[config.mk]
export PLATFORM = sky130hd
export DESIGN_NAME = decode_stage_pipelined
export DESIGN_NICKNAME = d
export VERILOG_FILES = /design/src/rtl/decode_stage_pipelined.sv
export SDC_FILE = /design/constraint.sdc
export NUM_CORES = 2
export LEC_CHECK = 0
export CAP_MARGIN = 20
export CORE_MARGIN = 2
export CORE_UTILIZATION = 30
export DETAILED_ROUTE_END_ITERATION = 12
export DONT_BUFFER_PORTS = 1
export GPL_ROUTABILITY_DRIVEN = 0
export HOLD_SLACK_MARGIN = 0.15
export PLACE_DENSITY = 0.5
export SKIP_LAST_GASP = 1
export SYNTH_ARGS = -nofsm -noshare
export SYNTH_HDL_FRONTEND = slang
export SYNTH_SLANG_ARGS = --single-unit
[constraint.sdc]
create_clock -name Clk -period 9.4 [get_ports Clk]
set_input_delay 1.88 -clock Clk [delete_from_list [all_inputs] [get_ports Clk]]
set_output_delay 1.88 -clock Clk [all_outputs]
set_load 0.01 [all_outputs]
[src/rtl/decode_stage_pipelined.sv]
`timescale 1ns/1ps
`default_nettype none
// ============================================================================
// Module   : decode_stage_pipelined
// Brief    : RV64I-subset decode stage: register file with write-back bypass,
//            control/immediate decode, load-use stall and a registered ID/EX.
// Revision : 1.0 - initial release
// ============================================================================
module decode_stage_pipelined #(
    parameter int XLEN     = 64,
    parameter int NUM_REGS = 32
) (
    input  logic            Clk,
    input  logic            Reset,
    input  logic            in_valid,
    output logic            in_ready,
    input  logic [31:0]     in_instr,
    input  logic            wb_en,
    input  logic [4:0]      wb_rd,
    input  logic [XLEN-1:0] wb_data,
    output logic            out_valid,
    input  logic            out_ready,
    output logic [XLEN-1:0] out_a,
    output logic [XLEN-1:0] out_b,
    output logic [XLEN-1:0] out_imm,
    output logic [4:0]      out_rd,
    output logic            out_branch,
    output logic            out_memread,
    output logic            out_memtoreg,
    output logic            out_memwrite,
    output logic            out_alusrc,
    output logic            out_regwrite,
    output logic [1:0]      out_aluop,
    output logic            out_illegal
);

    localparam logic [6:0] c_OP_R      = 7'b0110011;
    localparam logic [6:0] c_OP_IMM    = 7'b0010011;
    localparam logic [6:0] c_OP_LOAD   = 7'b0000011;
    localparam logic [6:0] c_OP_STORE  = 7'b0100011;
    localparam logic [6:0] c_OP_BRANCH = 7'b1100011;
    localparam logic [5:0] c_NREGS     = 6'(NUM_REGS);

    logic [XLEN-1:0] r_regs [NUM_REGS];

    logic [6:0]      w_opcode;
    logic [4:0]      w_rs1, w_rs2, w_rd;
    logic [XLEN-1:0] w_rs1_val, w_rs2_val, w_imm;
    logic            w_rs1_used, w_rs2_used;
    logic            w_branch, w_memread, w_memtoreg, w_memwrite;
    logic            w_alusrc, w_regwrite, w_illegal;
    logic [1:0]      w_aluop;
    logic            w_wb_ok, w_hazard, w_accept;
    logic            w_unused_funct3;

    logic            r_valid;
    logic [XLEN-1:0] r_a, r_b, r_imm;
    logic [4:0]      r_rd;
    logic            r_branch, r_memread, r_memtoreg, r_memwrite;
    logic            r_alusrc, r_regwrite, r_illegal;
    logic [1:0]      r_aluop;

    assign w_opcode        = in_instr[6:0];
    assign w_rd            = in_instr[11:7];
    assign w_rs1           = in_instr[19:15];
    assign w_rs2           = in_instr[24:20];
    assign w_unused_funct3 = ^in_instr[14:12];

    // Indices at or above NUM_REGS do not exist: never written, read as zero.
    assign w_wb_ok = wb_en && (wb_rd != 5'd0) && ({1'b0, wb_rd} < c_NREGS);

    always_ff @(posedge Clk) begin
        if (Reset) begin
            for (int i = 0; i < NUM_REGS; i++) r_regs[i] <= '0;
        end else if (w_wb_ok) begin
            r_regs[wb_rd] <= wb_data;
        end
    end

    always_comb begin
        w_rs1_val = '0;
        if (w_rs1 != 5'd0 && {1'b0, w_rs1} < c_NREGS)
            w_rs1_val = (wb_en && wb_rd == w_rs1) ? wb_data : r_regs[w_rs1];
    end

    always_comb begin
        w_rs2_val = '0;
        if (w_rs2 != 5'd0 && {1'b0, w_rs2} < c_NREGS)
            w_rs2_val = (wb_en && wb_rd == w_rs2) ? wb_data : r_regs[w_rs2];
    end

    always_comb begin
        w_branch   = 1'b0;
        w_memread  = 1'b0;
        w_memtoreg = 1'b0;
        w_memwrite = 1'b0;
        w_alusrc   = 1'b0;
        w_regwrite = 1'b0;
        w_illegal  = 1'b0;
        w_aluop    = 2'b00;
        w_imm      = '0;
        w_rs1_used = 1'b0;
        w_rs2_used = 1'b0;
        case (w_opcode)
            c_OP_R: begin
                w_aluop    = 2'b10;
                w_regwrite = 1'b1;
                w_rs1_used = 1'b1;
                w_rs2_used = 1'b1;
            end
            c_OP_IMM: begin
                w_aluop    = 2'b11;
                w_alusrc   = 1'b1;
                w_regwrite = 1'b1;
                w_rs1_used = 1'b1;
                w_imm      = {{(XLEN-12){in_instr[31]}}, in_instr[31:20]};
            end
            c_OP_LOAD: begin
                w_memread  = 1'b1;
                w_memtoreg = 1'b1;
                w_alusrc   = 1'b1;
                w_regwrite = 1'b1;
                w_rs1_used = 1'b1;
                w_imm      = {{(XLEN-12){in_instr[31]}}, in_instr[31:20]};
            end
            c_OP_STORE: begin
                w_memwrite = 1'b1;
                w_alusrc   = 1'b1;
                w_rs1_used = 1'b1;
                w_rs2_used = 1'b1;
                w_imm      = {{(XLEN-12){in_instr[31]}}, in_instr[31:25], in_instr[11:7]};
            end
            c_OP_BRANCH: begin
                w_aluop    = 2'b01;
                w_branch   = 1'b1;
                w_rs1_used = 1'b1;
                w_rs2_used = 1'b1;
                w_imm      = {{(XLEN-13){in_instr[31]}}, in_instr[31], in_instr[7],
                              in_instr[30:25], in_instr[11:8], 1'b0};
            end
            default: w_illegal = 1'b1;
        endcase
    end

    // A load in ID/EX cannot forward its data yet; consumers must wait a cycle.
    assign w_hazard = in_valid && r_valid && r_memread && (r_rd != 5'd0) &&
                      ((w_rs1_used && (w_rs1 == r_rd)) || (w_rs2_used && (w_rs2 == r_rd)));
    assign in_ready = (!r_valid || out_ready) && !w_hazard && !Reset;
    assign w_accept = in_valid && in_ready;

    always_ff @(posedge Clk) begin
        if (Reset || (!w_accept && out_ready)) begin
            r_valid    <= 1'b0;
            r_a        <= '0;
            r_b        <= '0;
            r_imm      <= '0;
            r_rd       <= '0;
            r_branch   <= 1'b0;
            r_memread  <= 1'b0;
            r_memtoreg <= 1'b0;
            r_memwrite <= 1'b0;
            r_alusrc   <= 1'b0;
            r_regwrite <= 1'b0;
            r_illegal  <= 1'b0;
            r_aluop    <= 2'b00;
        end else if (w_accept) begin
            r_valid    <= 1'b1;
            r_a        <= w_rs1_val;
            r_b        <= w_rs2_val;
            r_imm      <= w_imm;
            r_rd       <= w_rd;
            r_branch   <= w_branch;
            r_memread  <= w_memread;
            r_memtoreg <= w_memtoreg;
            r_memwrite <= w_memwrite;
            r_alusrc   <= w_alusrc;
            r_regwrite <= w_regwrite;
            r_illegal  <= w_illegal;
            r_aluop    <= w_aluop;
        end
    end

    assign out_valid    = r_valid;
    assign out_a        = r_a;
    assign out_b        = r_b;
    assign out_imm      = r_imm;
    assign out_rd       = r_rd;
    assign out_branch   = r_branch;
    assign out_memread  = r_memread;
    assign out_memtoreg = r_memtoreg;
    assign out_memwrite = r_memwrite;
    assign out_alusrc   = r_alusrc;
    assign out_regwrite = r_regwrite;
    assign out_illegal  = r_illegal;
    assign out_aluop    = r_aluop;

endmodule
`default_nettype wire

Yosys cells after proc, flatten, opt, wreduce, memory -nomap -nowiden:

Memories as Yosys holds them, arrays and structs flattened.
Cells that the tools add are included.

* reductions and logical operators: 30
* multiplexer cells: 22
* eq/ne operators: 9

Operators by type and width (number)
* $mux W64: 5
* $pmux W64 S3: 1
* $reduce_or A64 Y1: 1
* $eq A5 B5 Y1: 4
* $reduce_bool A5 Y1: 4
* $eq A7 B6 Y1 const B: 2
* $mux W1: 14
* $logic_and A1 B1 Y1: 13
* $reduce_or A3 Y1: 3
* $eq A7 B2 Y1 const B: 1
* $eq A7 B5 Y1 const B: 1
* $eq A7 B7 Y1 const B: 1
* $pmux W2 S3: 1
* $mux W5: 1
* $reduce_or A5 Y1: 1
* $logic_not A1 Y1: 4
* $logic_or A1 B1 Y1: 3
* $reduce_or A2 Y1: 1

* word-level logic and storage cells: 74
* RAM bits: 2048
* memories kept: 1
* output and inout bits: 208
* bits in registers: 206
* bits of input ports: 106

Memory list
* r_regs: depth 32, width 64, rd ports 2, clocked after memory_dff 0, wr ports 32, RTL line 44 `logic [XLEN-1:0] r_regs [NUM_REGS];`

Longest topological paths before layout:

* depth after elaboration: 13
* mapped depth: 11
* mapped depth without buffers: 6

Least setup slack after synthesis:

OpenSTA, ideal clock, no wires.

* path kind: input to register
* from: input wb_rd[2]
* to: memory r_regs[16][0] (enable)
* data required time: 8.826 ns
* setup slack: 1.182 ns
* path buffers: 4
* cell stages on the path: 7
* setup time: 0.574 ns
* arrival time: 7.644 ns
* path through: clkbuf_1 -> or3_1 -> clkbuf_1 -> nand4bb_1 -> clkbuf_1 -> clkbuf_1 -> o21ai_0

RTL lines
* start, declared: RTL line 19 `input logic [4:0] wb_rd,`
* end, declared: RTL line 44

Final worst setup path:

* from: input in_instr[20]
* to: output in_ready

* cells in the longest elaborated chain, start to end: 7

Ends and longest elaborated chain
* start, declared: RTL line 17 `input logic [31:0] in_instr,`
* $eq A5 B5 Y1: RTL line 147 `((w_rs1_used && (w_rs1 == r_rd)) || (w_rs2_used && (w_rs2 == r_rd)));`
* $logic_and A1 B1 Y1: RTL line 147
* $logic_or A1 B1 Y1: RTL line 147
* $logic_and A1 B1 Y1: RTL line 146 `assign w_hazard = in_valid && r_valid && r_memread && (r_rd != 5'd0) &&`
* $logic_not A1 Y1: RTL line 148 `assign in_ready = (!r_valid || out_ready) && !w_hazard && !Reset;`
* $logic_and A1 B1 Y1 (2 in series): RTL line 148
* end, declared: RTL line 16 `output logic in_ready,`

Every way passes these cells.

==> flow_summary.toml <==
[global_routing]
first_global_vias = 68800
gr-total-overflow = 0
grt_max_degree = 501
track_usage_pct = 21.0
grt_pass1_wl_mm = 572
antenna_found_initial = 49

[critical_path]
path_class = "input port to output port"
critPathCaptureType = "output port"
crit_slowest_cell = "buf_16"
crit_buf_inv = 1
critPathMaxFanout = 98
crit_start = "in_instr[20]"
start_kind = "input port"
critical_path_required_ps = 7520
arrival_ps = 3570
rr_startpoint = "out_rd[1]"
r2r_setup_slack_ps = 5750
path_cells = "buf_16 > xnor2_1 > nand4_1 > a2bb2o_1 > a21oi_1"
critPathTopFamily = "compound AO/OA/AOI/OAI gates"
max_stage_delay_ps = 510

[drt]
dr.max_layer_used = "met5"
post_drt_via_cell_ratio = 5.60
wl_met2_mm = 196
remaining_drc_errors = 0
wl_mm = 414
drt-met1-wl_mm = 170
drt_iter0_drc = 8920
drt_first_pass_iters = 5
ant_nets = 0
routedWlPerCell_microns = 34.4
wl_met3_mm = 38.0
via_count = 67300

[timing]
holdWs_ps = 513
fin_ws_ps = 3950
fmax_mhz = 183
setup_violations = 0
fin_setup_tns_ps = 0
fin_crit_ps = 5450
slew_headroom_pct = -8.42
worst_slew_pin_slew_ps = 1630
skew_ps = 46.5
hold_viol_final = 0
drv_slew = 143
rsz0062_at_grt = "no"
min_period_over_period_pct = 58.0

[layout]
multi_input_area_sq_um = 46900
drive_above_1_share_pct = 26.8
final_nets = 6894
nFillCells = 36000
area_delta_synth_final_pct = 11.3
regArea_sq_um = 64600

[placement]
io_buffers = 0
pre_cts_slack_ps = 3780
hpwl_mm = 216

[min_path]
min_path_type = "flip-flop to flip-flop"
worstHoldStart = "out_imm[8]"

[die]
die_h_microns = 621
dieWidth_microns = 621
num_rows = 226
start_util_pct = 30.1
core_sq_um = 379000
die_area_sq_um = 386000
boundaryPins = 314

[logic_synthesis]
ys_warn_count = 0
syn_area_sq_um = 114000
synthFlopType = "edfxtp_1"
synth_async_sr_flop_share_pct = 0
synth.most_common_cell = "edfxtp_1"
ys_top_cells_by_area = "edfxtp_1, mux4_2, and2_1"
synth_cell_type_count = 53
ys_seq_area_share_pct = 56.6
yosys.area.top_type = "edfxtp_1"
synth_cells = 7168
synth.avg_cell_area_sq_um = 15.9
ys_top_cells_by_count = "edfxtp_1, and2_1, mux4_2"
synth_edf_count = 2048
synth-seq-cells = 2203
synth_top_area_share_pct = 53.8

[pwr]
leakagePower_nw = 41.8
cellPowerDensity_nw_per_um2 = 185
power_frac_seq_pct = 49.3
clock_power_share_pct = 41.4
vdd.ir_drop.worst_v = 0.000163
switching_share_pct = 23.9
combPwrFrac_pct = 9.3
internal_power_w = 0.0179
power.total_w = 0.0235
p_switching_w = 0.00563

[clock_tree]
cts_tree = "yes"
numClockSinks = 2203
ctsResizeCount = 0
clk_latency_ps = 950
cts_buffer_depth = 4
cts_buffers = 241
cts_root_buf = "clkbuf_16"
h-tree-depth = 4
cts_setup_buffers = 0
postCtsHoldBufs = 0
clk_pin_slew_ps = 60

[run_status]
violations = "max-slew violations"
outcome = "finished, violations left"

[flow_run]
maxCapViolCount = 0
cell usage in the layout, fill, tap and decap left out, types with 37 or more instances in the layout:
cell type,instances
o22ai_1,63
edfxtp_1,2048
mux2i_1,187
buf_4,140
mux4_2,1143
clkbuf_16,243
nand3_1,39
nor3_1,153
mux2_2,126
and2_1,1955
clkbuf_1,44
conb_1,64
clkinv_2,41
dfxtp_1,154
clkinv_1,37
a221o_1,181
metrics by stage:
stage	std cells	utilization (%)	instance area, sq um
2_1_floorplan	7231	-	114000
3_5_place_dp	11600	31.4	119000
5_1_grt	12000	33.5	127000
4_1_cts	12000	33.5	127000
6_report	12000	33.6	127000
3_3_place_gp	11500	31.4	119000
final timing paths:
check,to,cells after the start
max,in_ready,5
min,out_imm[8],2
max reg2reg,out_a[23],8
min reg2reg,out_imm[8],2
power groups by stage:
stage               combinational [W]  clock (W)  sequential [W]
floorplan                     0.00174          0          0.0117
global placement              0.00210          0          0.0118
detailed placement            0.00211          0          0.0118
CTS                           0.00211    0.00991          0.0116
global route                  0.00227     0.0103          0.0117
finish                        0.00219    0.00974          0.0116
worst min-delay path: stages (launching register included):
cell and delay (ps):
dfxtp_1 340, nand3_1 70, a21oi_1 60
routing by layer:
metal,vias to the layer above,global-route usage [%]
li1,27100,-
met1,36400,28.3
met2,3201,34.1
met3,573,5.02
met4,2,5.07
met5,-,0
flip-flops by register name, indices dropped and copies added (netlist names):
| register | cells |
|---|---|
| out_branch | 1 |
| out_a | 64 |
| out_aluop | 2 |
| out_memread | 1 |
| out_imm | 13 |
| out_valid | 1 |
| r_regs | 2048 |
| out_b | 64 |
| out_illegal | 1 |
| out_rd | 5 |
| out_memwrite | 1 |
| out_regwrite | 1 |
| out_alusrc | 1 |
logic make-up after synthesis:
kind of cell | count (synthesis) | synth area share, %
AND/OR/NAND/NOR | 2261 | 12.0
flip-flops | 2203 | 56.6
multiplexers | 1456 | 25.4
buffers and inverters | 857 | 3.21
AO/OA/AOI/OAI | 370 | 2.62
XOR/XNOR | 20 | 0.153
other | 1 | 0.00328
area by class of cell:
cell class | count | area share, %
well taps | 5016 | 4.94
diodes | 18 | 0.0354
flip-flops and latches | 2203 | 50.8
clock buffers | 299 | 5.03
multi-input cells | 4171 | 36.9
inverters | 14 | 0.0413
clock inverters | 143 | 1.15
repair buffers | 157 | 1.13
Power figures use the tool's default switching activity.
